### src/rtl/jogo_pkg.sv
// Shared state codes and control-output decode for the memory-sequence game controller.
// The hex-display decoder and the bench also use these state codes.
package jogo_pkg;

    localparam int ESTADO_W = 4;

    localparam logic [ESTADO_W-1:0] INICIAL       = 4'h0;
    localparam logic [ESTADO_W-1:0] PREPARA       = 4'h1;
    localparam logic [ESTADO_W-1:0] INICIO_RODADA = 4'h2;
    localparam logic [ESTADO_W-1:0] ESPERA        = 4'h3;
    localparam logic [ESTADO_W-1:0] REGISTRA      = 4'h4;
    localparam logic [ESTADO_W-1:0] COMPARA       = 4'h5;
    localparam logic [ESTADO_W-1:0] PROX_JOGADA   = 4'h6;
    localparam logic [ESTADO_W-1:0] PROX_RODADA   = 4'h7;
    localparam logic [ESTADO_W-1:0] FIM_GANHOU    = 4'hA;
    localparam logic [ESTADO_W-1:0] FIM_TIMEOUT   = 4'hD;
    localparam logic [ESTADO_W-1:0] FIM_PERDEU    = 4'hE;

    typedef struct packed {
        logic zera_e;
        logic conta_e;
        logic zera_r;
        logic conta_r;
        logic registra_r;
        logic pronto;
    } controle_t;

    // Moore decode of the datapath control lines for a given state.
    function automatic controle_t decodifica(logic [ESTADO_W-1:0] estado);
        controle_t c;
        c = '0;
        case (estado)
            PREPARA:       begin c.zera_e = 1'b1; c.zera_r = 1'b1; end
            INICIO_RODADA: c.zera_e     = 1'b1;
            REGISTRA:      c.registra_r = 1'b1;
            PROX_JOGADA:   c.conta_e    = 1'b1;
            PROX_RODADA:   c.conta_r    = 1'b1;
            FIM_GANHOU, FIM_TIMEOUT, FIM_PERDEU: c.pronto = 1'b1;
            default:       c = '0;
        endcase
        return c;
    endfunction

endpackage

### src/rtl/contador_timeout.sv
// Per-move timeout counter: cleared by zera, counts while conta, saturates at TIMEOUT_CICLOS-1.
module contador_timeout #(
    parameter int TIMEOUT_CICLOS = 3000,
    parameter int TIMER_W        = 12
) (
    input  logic clock,
    input  logic reset,
    input  logic zera,
    input  logic conta,
    output logic fim
);

    localparam logic [TIMER_W-1:0] ULTIMO = TIMER_W'(TIMEOUT_CICLOS - 1);

    logic [TIMER_W-1:0] contagem;

    // NOTE: reset is synchronous here, so it lives inside the clocked branch, not the sensitivity list.
    always_ff @(posedge clock) begin
        if (!reset || zera) begin
            contagem <= '0;
        end else if (conta && contagem != ULTIMO) begin
            contagem <= contagem + TIMER_W'(1);
        end
    end

    assign fim = (contagem == ULTIMO);

endmodule

### src/rtl/unidade_controle_jogo.sv
// Control FSM for the memory-sequence game: sequences one game from iniciar to win, error or timeout.
// Macro UNIDADE_CONTROLE_TIMEOUT_EN adds the per-move timer and the FIM_TIMEOUT exit from ESPERA.
module unidade_controle_jogo
    import jogo_pkg::*;
#(
    parameter int TIMEOUT_CICLOS = 3000,
    parameter int TIMER_W        = 12
) (
    input  logic                clock,
    input  logic                reset,
    input  logic                iniciar,
    input  logic                jogada,
    input  logic                igual,
    input  logic                enderecoIgualRodada,
    input  logic                fimRodadas,
    output logic                zeraE,
    output logic                contaE,
    output logic                zeraR,
    output logic                contaR,
    output logic                registraR,
    output logic                pronto,
    output logic                ganhou,
    output logic                perdeu,
    output logic                db_timeout,
    output logic [ESTADO_W-1:0] db_estado
);

    typedef enum logic [ESTADO_W-1:0] {
        S_INICIAL       = INICIAL,
        S_PREPARA       = PREPARA,
        S_INICIO_RODADA = INICIO_RODADA,
        S_ESPERA        = ESPERA,
        S_REGISTRA      = REGISTRA,
        S_COMPARA       = COMPARA,
        S_PROX_JOGADA   = PROX_JOGADA,
        S_PROX_RODADA   = PROX_RODADA,
        S_FIM_GANHOU    = FIM_GANHOU,
        S_FIM_TIMEOUT   = FIM_TIMEOUT,
        S_FIM_PERDEU    = FIM_PERDEU
    } estado_t;

    if (2**TIMER_W < TIMEOUT_CICLOS) begin : g_timer_w_invalido
        $error("TIMER_W too narrow for TIMEOUT_CICLOS");
    end

    estado_t   estado;
    estado_t   proximo;
    controle_t ctrl;
    logic      jogada_d;
    logic      jp;

    // One pulse per press, however long the button is held.
    assign jp = jogada & ~jogada_d;

`ifdef UNIDADE_CONTROLE_TIMEOUT_EN
    logic timer_fim;

    contador_timeout #(
        .TIMEOUT_CICLOS(TIMEOUT_CICLOS),
        .TIMER_W       (TIMER_W)
    ) u_timer (
        .clock(clock),
        .reset(reset),
        .zera (estado != S_ESPERA),
        .conta(estado == S_ESPERA),
        .fim  (timer_fim)
    );
`endif

    always_comb begin
        // NOTE: default assignment first so no path leaves proximo unassigned (no latch).
        proximo = estado;
        case (estado)
            S_INICIAL:       if (iniciar) proximo = S_PREPARA;
            S_PREPARA:       proximo = S_INICIO_RODADA;
            S_INICIO_RODADA: proximo = S_ESPERA;
            S_ESPERA: begin
                if (jp) proximo = S_REGISTRA;
`ifdef UNIDADE_CONTROLE_TIMEOUT_EN
                else if (timer_fim) proximo = S_FIM_TIMEOUT;
`endif
            end
            S_REGISTRA:      proximo = S_COMPARA;
            S_COMPARA: begin
                if (!igual)                                   proximo = S_FIM_PERDEU;
                else if (enderecoIgualRodada && fimRodadas)   proximo = S_FIM_GANHOU;
                else if (enderecoIgualRodada)                 proximo = S_PROX_RODADA;
                else                                          proximo = S_PROX_JOGADA;
            end
            S_PROX_JOGADA:   proximo = S_ESPERA;
            S_PROX_RODADA:   proximo = S_INICIO_RODADA;
            S_FIM_GANHOU, S_FIM_TIMEOUT, S_FIM_PERDEU:
                             if (iniciar) proximo = S_PREPARA;
            default:         proximo = S_INICIAL;
        endcase
    end

    // Outputs are decoded from the next state so the registered copy matches the current state.
    always_ff @(posedge clock) begin
        if (!reset) begin
            estado   <= S_INICIAL;
            jogada_d <= 1'b0;
            ctrl     <= '0;
            ganhou   <= 1'b0;
            perdeu   <= 1'b0;
`ifdef UNIDADE_CONTROLE_TIMEOUT_EN
            db_timeout <= 1'b0;
`endif
        end else begin
            estado   <= proximo;
            jogada_d <= jogada;
            ctrl     <= decodifica(proximo);
            if (proximo == S_PREPARA) begin
                ganhou <= 1'b0;
                perdeu <= 1'b0;
`ifdef UNIDADE_CONTROLE_TIMEOUT_EN
                db_timeout <= 1'b0;
`endif
            end else begin
                if (proximo == S_FIM_GANHOU) ganhou <= 1'b1;
                if (proximo == S_FIM_PERDEU || proximo == S_FIM_TIMEOUT) perdeu <= 1'b1;
`ifdef UNIDADE_CONTROLE_TIMEOUT_EN
                if (proximo == S_FIM_TIMEOUT) db_timeout <= 1'b1;
`endif
            end
        end
    end

`ifndef UNIDADE_CONTROLE_TIMEOUT_EN
    assign db_timeout = 1'b0;
`endif

    assign zeraE     = ctrl.zera_e;
    assign contaE    = ctrl.conta_e;
    assign zeraR     = ctrl.zera_r;
    assign contaR    = ctrl.conta_r;
    assign registraR = ctrl.registra_r;
    assign pronto    = ctrl.pronto;
    assign db_estado = estado;

endmodule

### config.mk
export PLATFORM = sky130hd
export DESIGN_NAME = unidade_controle_jogo
export DESIGN_NICKNAME = d
export VERILOG_FILES = /design/src/rtl/jogo_pkg.sv /design/src/rtl/contador_timeout.sv /design/src/rtl/unidade_controle_jogo.sv
export SDC_FILE = /design/constraint.sdc
export NUM_CORES = 1
export LEC_CHECK = 0
export BUFFER_PORTS_ARGS = -buffer_cell sky130_fd_sc_hd__buf_4
export CORE_MARGIN = 3
export CORE_UTILIZATION = 49
export DETAILED_ROUTE_END_ITERATION = 6
export PLACE_DENSITY = 0.73
export SLEW_MARGIN = 20
export SYNTH_ARGS = -nofsm -noshare
export SYNTH_HDL_FRONTEND = slang
export SYNTH_SLANG_ARGS = --single-unit
### constraint.sdc
create_clock -name clock -period 1.8 [get_ports clock]
set_input_delay 0.27 -clock clock [delete_from_list [all_inputs] [get_ports clock]]
set_output_delay 0.27 -clock clock [all_outputs]
set_load 0.05 [all_outputs]
## Yosys cells after proc, flatten, opt, wreduce, memory -nomap -nowiden

Cells that the tools add are included.

- Output and inout port bits: 13
- Input port bits: 7
- Register bits after elaboration: 13

- Reductions and logical operators: 9
- Multiplexer cells: 12
- Bitwise logic cells: 3
- Equal/unequal tests: 18

Operators with widths:

| kind | number |
|---|---|
| $eq A4 B3 Y1 const B | 7 |
| $eq A4 B4 Y1 const B | 6 |
| $pmux W4 S6 | 1 |
| $mux W4 | 4 |
| $eq A4 B2 Y1 const B | 3 |
| $eq A4 B1 Y1 const B | 2 |
| $reduce_or A2 Y1 | 4 |
| $mux W1 | 7 |
| $logic_not A4 Y1 | 1 |
| $reduce_or A4 Y1 | 1 |
| $reduce_or A3 Y1 | 1 |
| $not A1 Y1 | 2 |
| $and A1 B1 Y1 | 1 |
| $logic_and A1 B1 Y1 | 1 |
| $logic_or A1 B1 Y1 | 1 |

## Longest topological paths before layout

Gate-level depths: netlist (run 1).

- Word-level depth: 7
- Gate-level depth with buffers: 6
- Gate-level depth less buffers: 5

## Least setup slack after synthesis (run 1)

No wires, ideal clock.

- Kind: register -> register
- From: register estado[0] (netlist: db_estado[0])
- To: register ganhou
- Cell stages (with the launch flop): 7
- Buffers on the path: 1
- Arrival time: 1.641 ns
- Path slack: 0.040 ns
- Data required time: 1.681 ns
- Cell sequence: dfxtp_1 buf_6 or2_4 o22ai_2 a211o_4 o21ai_1 a21boi_1

- Cells in the longest elaborated chain, start to end: 5

RTL lines:

| item | RTL line | RTL |
|---|---|---|
| start: declaration | unidade_controle_jogo.sv:46 | `estado_t estado;` |
| start signal: assignment | unidade_controle_jogo.sv:110 | `estado <= proximo;` |
| $eq A4 B4 Y1 (tied with other cells) | unidade_controle_jogo.sv:73 | `case (estado)` |
| $reduce_or A4 Y1 (no line) / $reduce_or A2 Y1 (equally long branches) | - |  |
| $pmux W4 S6 * | unidade_controle_jogo.sv:73 |  |
| $eq A4 B1 Y1 | unidade_controle_jogo.sv:113 | `if (proximo == S_PREPARA) begin` |
| $reduce_or A2 Y1 (no line) | - |  |
| end signal: assignment | unidade_controle_jogo.sv:104 | `ganhou <= 1'b0;` |
| end signal: assignment | unidade_controle_jogo.sv:114 | `ganhou <= 1'b0;` |
| end signal: assignment | unidade_controle_jogo.sv:120 | `if (proximo == S_FIM_GANHOU) ganhou <= 1'b1;` |
| end: declaration | unidade_controle_jogo.sv:22 | `output logic ganhou,` |

Mark *: on every way between the ends. The rest lies on a longest branch, timed or not.
A chain may end at the register's enable or synchronous reset.

## Worst setup path in the final report (run 1)

- From: register estado[0] (netlist: db_estado[0])
- To: register perdeu

- Cells in the longest elaborated chain, start to end: 5

RTL lines:

| item | RTL line | RTL |
|---|---|---|
| $eq A4 B4 Y1 (tied with other cells) | unidade_controle_jogo.sv:73 |  |
| $reduce_or A4 Y1 (no line) / $reduce_or A2 Y1 (equally long branches) | - |  |
| $pmux W4 S6 * | unidade_controle_jogo.sv:73 |  |
| $eq A4 B1 Y1 / $eq A4 B4 Y1 (equally long branches) | unidade_controle_jogo.sv:113, unidade_controle_jogo.sv:121 |  |
| $reduce_or A2 Y1 (no line) / $logic_or A1 B1 Y1 (equally long branches) | - |  |
| end signal: assignment | unidade_controle_jogo.sv:105 | `perdeu <= 1'b0;` |
| end signal: assignment | unidade_controle_jogo.sv:115 | `perdeu <= 1'b0;` |
| end signal: assignment | unidade_controle_jogo.sv:121 | `if (proximo == S_FIM_PERDEU \|\| proximo == S_FIM_TIMEOUT) perdeu <= 1'b1;` |
| end: declaration | unidade_controle_jogo.sv:23 | `output logic perdeu,` |

Marked as above.

==> run metrics, run 1 <==
status completed; Core Region 1330 um2; share of cells above drive strength 1 38.2%; post-synthesis cell type count 35; hold violation total from the final report 0; row cnt 13; Worst Path Arrival 1.77 ns; antenna cell count 0; Cell Area, Synth 708 um2; Logic pwr share a little under a third; largest area contributor in the netlist dfxtp_1; Initial Util 53.1%; worst skew pair latency 0.27 ns; Reg2Reg Depth 5; clock-pin slew on the worst setup and hold paths 0.08 ns; cells resized by post-CTS repair 0; CTS Root Cell clkbuf_4; CTS max path bufs 2; H-Tree Depth 1; number of global-route vias before repair ~470; setup repair bufs after CTS 0; I/O pin count 20; Sw Ratio 33.9%; FILL cells 118; hold_ws 0.209 ns; Num CTS Buffers 3; Ys Warns 0; Global Route Usage Sum ~16%; WL final approximately 1400 um; clock power share between 20% and 30%; CP Max Fanout 12; 1st-pass router iterations 4; synth top area cells dfxtp_1 (37%), and2_1 (4.4%), a32oi_4 (3.9%), buf_6 (3.2%), nand3b_1 (3.2%); synthesized instance count 70; Place WS around 0.23 ns; syn_nets between 70 and 80; largest net degree at the start of global routing 13; Tcrit/Tclk final 89.5%; Setup crit end kind flip-flop; Multi-input gate area roughly 410 um2; crit path launch type flip-flop; skew final slightly above 0.005 ns; routed len/inst 13.5 um; Final setup viols 0; EDFF count, synth 0; via count between 500 and 600; # hold bufs at CTS 0; fmax roughly 620 MHz; Setup CP Type flip-flop to flip-flop; Die Width 44.0 um; PortBufs 18; Syn Area/Cell 10.1 um2; Most used DFF post-synth dfxtp_1; initial antenna violation count 0; most common cell in the netlist dfxtp_1; unrepaired setup endpoints after global routing false; HP Class primary input to flip-flop; chip height 44.0 um; storage element area 260 um2; Iter 0 DRT Violations 2; Final HPWL DP 1040 um; required time worst endpoint 1.96 ns; top cells by count, synth dfxtp_1 (13), and2_1 (5), nand2_1 (5); Overflow after GRT 0; Pins Over Slew Limit 0; minimum clock period 1.61 ns; final core occ between 60% and 70%; Seq cells post-synth 13; post-synth top area share 36.7%; Net Sw Power 0.249 mW; peak supply drop between 0.4 and 0.5 mV; Sink Count 13; # nets final between 90 and 100; # DRC 0; Seq/Total Area, Yosys 36.7%; worst hold stages 2; internal power roughly 0.49 mW; DR vias/cell roughly 5.3; Seq pwr share between 40% and 50%; Max Cap Viol 0; CTS tree done; final worst slack about 0.19 ns; ys async rst share 0%; first-pass GRT wire length 2190 um; gpl congestion around 0.76; die area 1940 um2; Area Overhead vs Synth 21.2%; power per cell area 856 nW/um2; LEAKAGE 0.350 nW; antenna-violating nets left 0; Setup Total Neg Slack 0 ns
==> cell families (layout without fill, tap and decap cells) <==
logic type / after synthesis / in the layout / synth area share, %
flip-flops: 13 / 13 / 36.7
XOR/XNOR: 1 / 1 / 2.30
other: 1 / 1 / 0.530
AO/OA/AOI/OAI: 16 / 16 / 22.6
AND/OR/NAND/NOR: 35 / 35 / 33.0
buffers and inverters: 4 / 23 / 4.77
==> registers in the layout, indices dropped and copies added, names as in the netlist <==
name and flops:
contaE 1, contaR 1, db_estado 4, ganhou 1
jogada_d 1, perdeu 1, pronto 1, registraR 1
zeraE 1, zeraR 1
==> through the flow <==
step	power [mW]	cells	cell area, um2
after detailed placement	0.563	100	832
after global placement	0.558	100	832
after global routing	0.774	104	858
final	0.735	104	858
after floorplan	0.520	70	708
after CTS	0.742	104	858
==> metal layers <==
layer | up-vias | part of all wire (%) | GRT usage, %
met5 | - | 0 | 0
met3 | 2 | 4.8 | 2.44
met1 | 251 | 47 | 21.9
met2 | 12 | 47 | 23.0
met4 | 0 | 1.1 | 10.8
li1 | 283 | - | -
==> cells in the final DEF (no fill, tap or decap), drive strengths merged <==
| cell | synthesis | routed |
|---|---|---|
| or2 | 2 | 2 |
| nor3b | 1 | 1 |
| and4bb | 1 | 1 |
| nand4 | 1 | 1 |
| nor2b | 1 | 1 |
| nand2b | 3 | 3 |
| o211ai | 1 | 1 |
| and2 | 5 | 5 |
| o21ai | 4 | 4 |
| inv | 1 | 1 |
| nor3 | 2 | 2 |
| xnor2 | 1 | 1 |
| nand3b | 3 | 3 |
| o22ai | 1 | 1 |
| a211o | 1 | 1 |
| and2b | 2 | 2 |
| a21oi | 3 | 3 |
| dfxtp | 13 | 13 |
| clkbuf | 0 | 4 |
| a32oi | 1 | 1 |
| buf | 3 | 18 |
| a211oi | 1 | 1 |
| conb | 1 | 1 |
| a21boi | 2 | 2 |
| nand2 | 5 | 5 |
| nor2 | 4 | 4 |
| or2b | 2 | 2 |
| a22oi | 1 | 1 |
| nand3 | 2 | 2 |
| nand4bb | 1 | 1 |
| a31oi | 1 | 1 |
==> final timing paths <==
| check | end | slack [ns] | startpoint |
|---|---|---|---|
| max | perdeu | 0.19 | db_estado[0] |
| min reg2reg | perdeu | 0.49 | perdeu |
| max reg2reg | perdeu | 0.19 | db_estado[0] |
| min | jogada_d | 0.21 | jogada |
==> worst max-delay path: stages, from the launching register on <==
cell and delay, ns:
dfxtp_1 0.59, or2_4 0.23, o22ai_2 0.08, a211o_4 0.39
o21ai_1 0.14, a21boi_1 0.07
==> power groups by stage <==
stage                     Sequential (mW)  Clock (mW)  Combinational, mW
after floorplan                     0.369           0              0.151
after global placement              0.330           0              0.228
after detailed placement            0.332           0              0.230
after CTS                           0.325       0.185              0.232
after global routing                0.330       0.201              0.243
final                               0.326       0.179              0.230
==> area by class of cell <==
class	instances	share of cell area, %
clock buffer	4	3.06
inverter	1	0.437
multi-input combinational	53	48.3
sequential	13	30.3
tap	15	2.19
timing repair buffer	18	15.7
Note: power is estimated with default switching activity, not from simulation.
==> inputs of run 2 (changes only) <==
- CTS_CLUSTER_SIZE: default -> 16
- clock period: 1.8 -> 1.6 ns (I/O delays scaled with it)
==> run 2 against run 1 <==
  * First-iteration DRC count grew to 3.5 times the previous value
  * Critical path depth is the same
  * Critical path type unchanged
  * Setup slack lost 0.044 ns
  * Fmax grew 11%
  * Register-to-register slack lost 0.04 ns
==> run metrics, run 2 (synthesis gave the netlist of run 1 again) <==
status completed; initial antenna violation count 0; Setup Total Neg Slack 0 ns; Final setup viols 0; Die Width 44.0 um; hold violation total from the final report 0; Sink Count 13; Core Region 1330 um2; WL final about 1300 um; commonest non-fill, non-tap cell in the layout buf_4; LEAKAGE 0.352 nW; # hold bufs at CTS 0; Overflow after GRT 0; Reg2Reg Depth 5; Final HPWL DP 1030 um; first-pass GRT wire length roughly 2300 um; Iter 0 DRT Violations 7; Net Sw Power 0.272 mW; minimum clock period 1.46 ns; hold_ws roughly 0.19 ns; routed len/inst roughly 13 um; DR vias/cell 5.26; antenna-violating nets left 0; fmax 687 MHz; Post-DP Area 837 um2; peak supply drop 0.535 mV; gpl congestion 0.726; worst path cell trace or2_4, a32oi_4, o211ai_4, o21ai_1, a21boi_1; internal power ~0.55 mW; Max Cap Viol 0; Logic pwr share between 30% and 40%; row cnt 13; FILL cells 113; cells resized by post-CTS repair 0; required time worst endpoint 1.76 ns; WP depth 5; Pins Over Slew Limit 0; Sw Ratio 33.2%; Initial Util between 50% and 60%; die area 1940 um2; 1st-pass router iterations 4; Global Route Usage Sum 15.8%; share of cells above drive strength 1 42.7%; family with the most delay on the worst path compound AO/OA/AOI/OAI gates; Worst path slowest cell dfxtp_2; clock-pin slew on the worst setup and hold paths 0.07 ns; CTS tree done; Num CTS Buffers 3; power per cell area 952 nW/um2; largest net degree at the start of global routing 13; # nets final 97; chip height 44.0 um; worst skew pair latency about 0.27 ns; HP Class primary input to flip-flop; CTS Root Cell clkbuf_4; crit path launch type flip-flop; final instance area 863 um2; PortBufs 18; most frequent cells in the layout buf_4 (18), dfxtp_1 (9), nand2_1 (5), and2_1 (5); CTS max path bufs 2; unrepaired setup endpoints after global routing false; Setup CP Type flip-flop to flip-flop; Worst Path Arrival about 1.6 ns; worst hold stages 2; Tcrit/Tclk final 90.9%; I/O pin count 20; CP Max Fanout 11; setup repair bufs after CTS 0; clock power share 24.0%; number of global-route vias before repair a little over 500; WP buf/inv 0; Area Overhead vs Synth 21.9%; H-Tree Depth 1; # DRC 0; Largest register FFs 4; antenna cell count 0; Seq pwr share 44.7%; Setup crit end kind flip-flop; via count 547; skew final between 0.003 and 0.004 ns; CP max stage delay 0.38 ns
run 2: cell types whose count changed in the layout (fill, tap and decap cells not counted):
cell / delta
dfxtp_1: -4
dfxtp_2: +4
run 2: final cells by class:
class | instances | area (um2) | share of cell area (%)
Timing Repair Buffer | 18 | 135 | 15.7
Inverter | 1 | 3.75 | 0.435
Tap cell | 15 | 18.8 | 2.17
Multi-Input combinational cell | 53 | 414 | 48.0
Clock buffer | 4 | 26.3 | 3.04
Sequential cell | 13 | 265 | 30.7
run 2: final timing paths:
path,from,endpoint,slack [ns]
setup / recovery,db_estado[1],ganhou,0.14
hold / removal,jogada,jogada_d,0.19
setup reg to reg,db_estado[1],ganhou,0.14
hold reg to reg,perdeu,perdeu,0.50
run 2: per-layer routing:
layer	vias to the layer above	part of all wire [%]	track usage (%)
li1	285	-	-
met1	243	46	20.2
met2	17	47	24.7
met3	2	6.1	4.88
met4	0	0.60	6.63
met5	-	0	0
run 2: per-stage QoR:
stage / instances / setup WS (ns) / total power [mW] / util (%)
2_1_floorplan: 70 / 0.0366 / 0.586 / -
3_3_place_gp: 100 / 0.171 / 0.629 / 62.8
3_5_place_dp: 100 / 0.150 / 0.632 / 62.8
4_1_cts: 104 / 0.123 / 0.830 / 64.7
5_1_grt: 104 / 0.0485 / 0.862 / 64.7
6_report: 104 / 0.145 / 0.822 / 64.7
run 2: power groups by stage:
| stage | logic, mW | clock network, mW | registers, mW |
|---|---|---|---|
| 3_5_place_dp | 0.256 | 0 | 0.376 |
| 3_3_place_gp | 0.255 | 0 | 0.374 |
| 4_1_cts | 0.258 | 0.203 | 0.368 |
| 2_1_floorplan | 0.169 | 0 | 0.417 |
| 5_1_grt | 0.274 | 0.216 | 0.372 |
| 6_report | 0.257 | 0.197 | 0.368 |
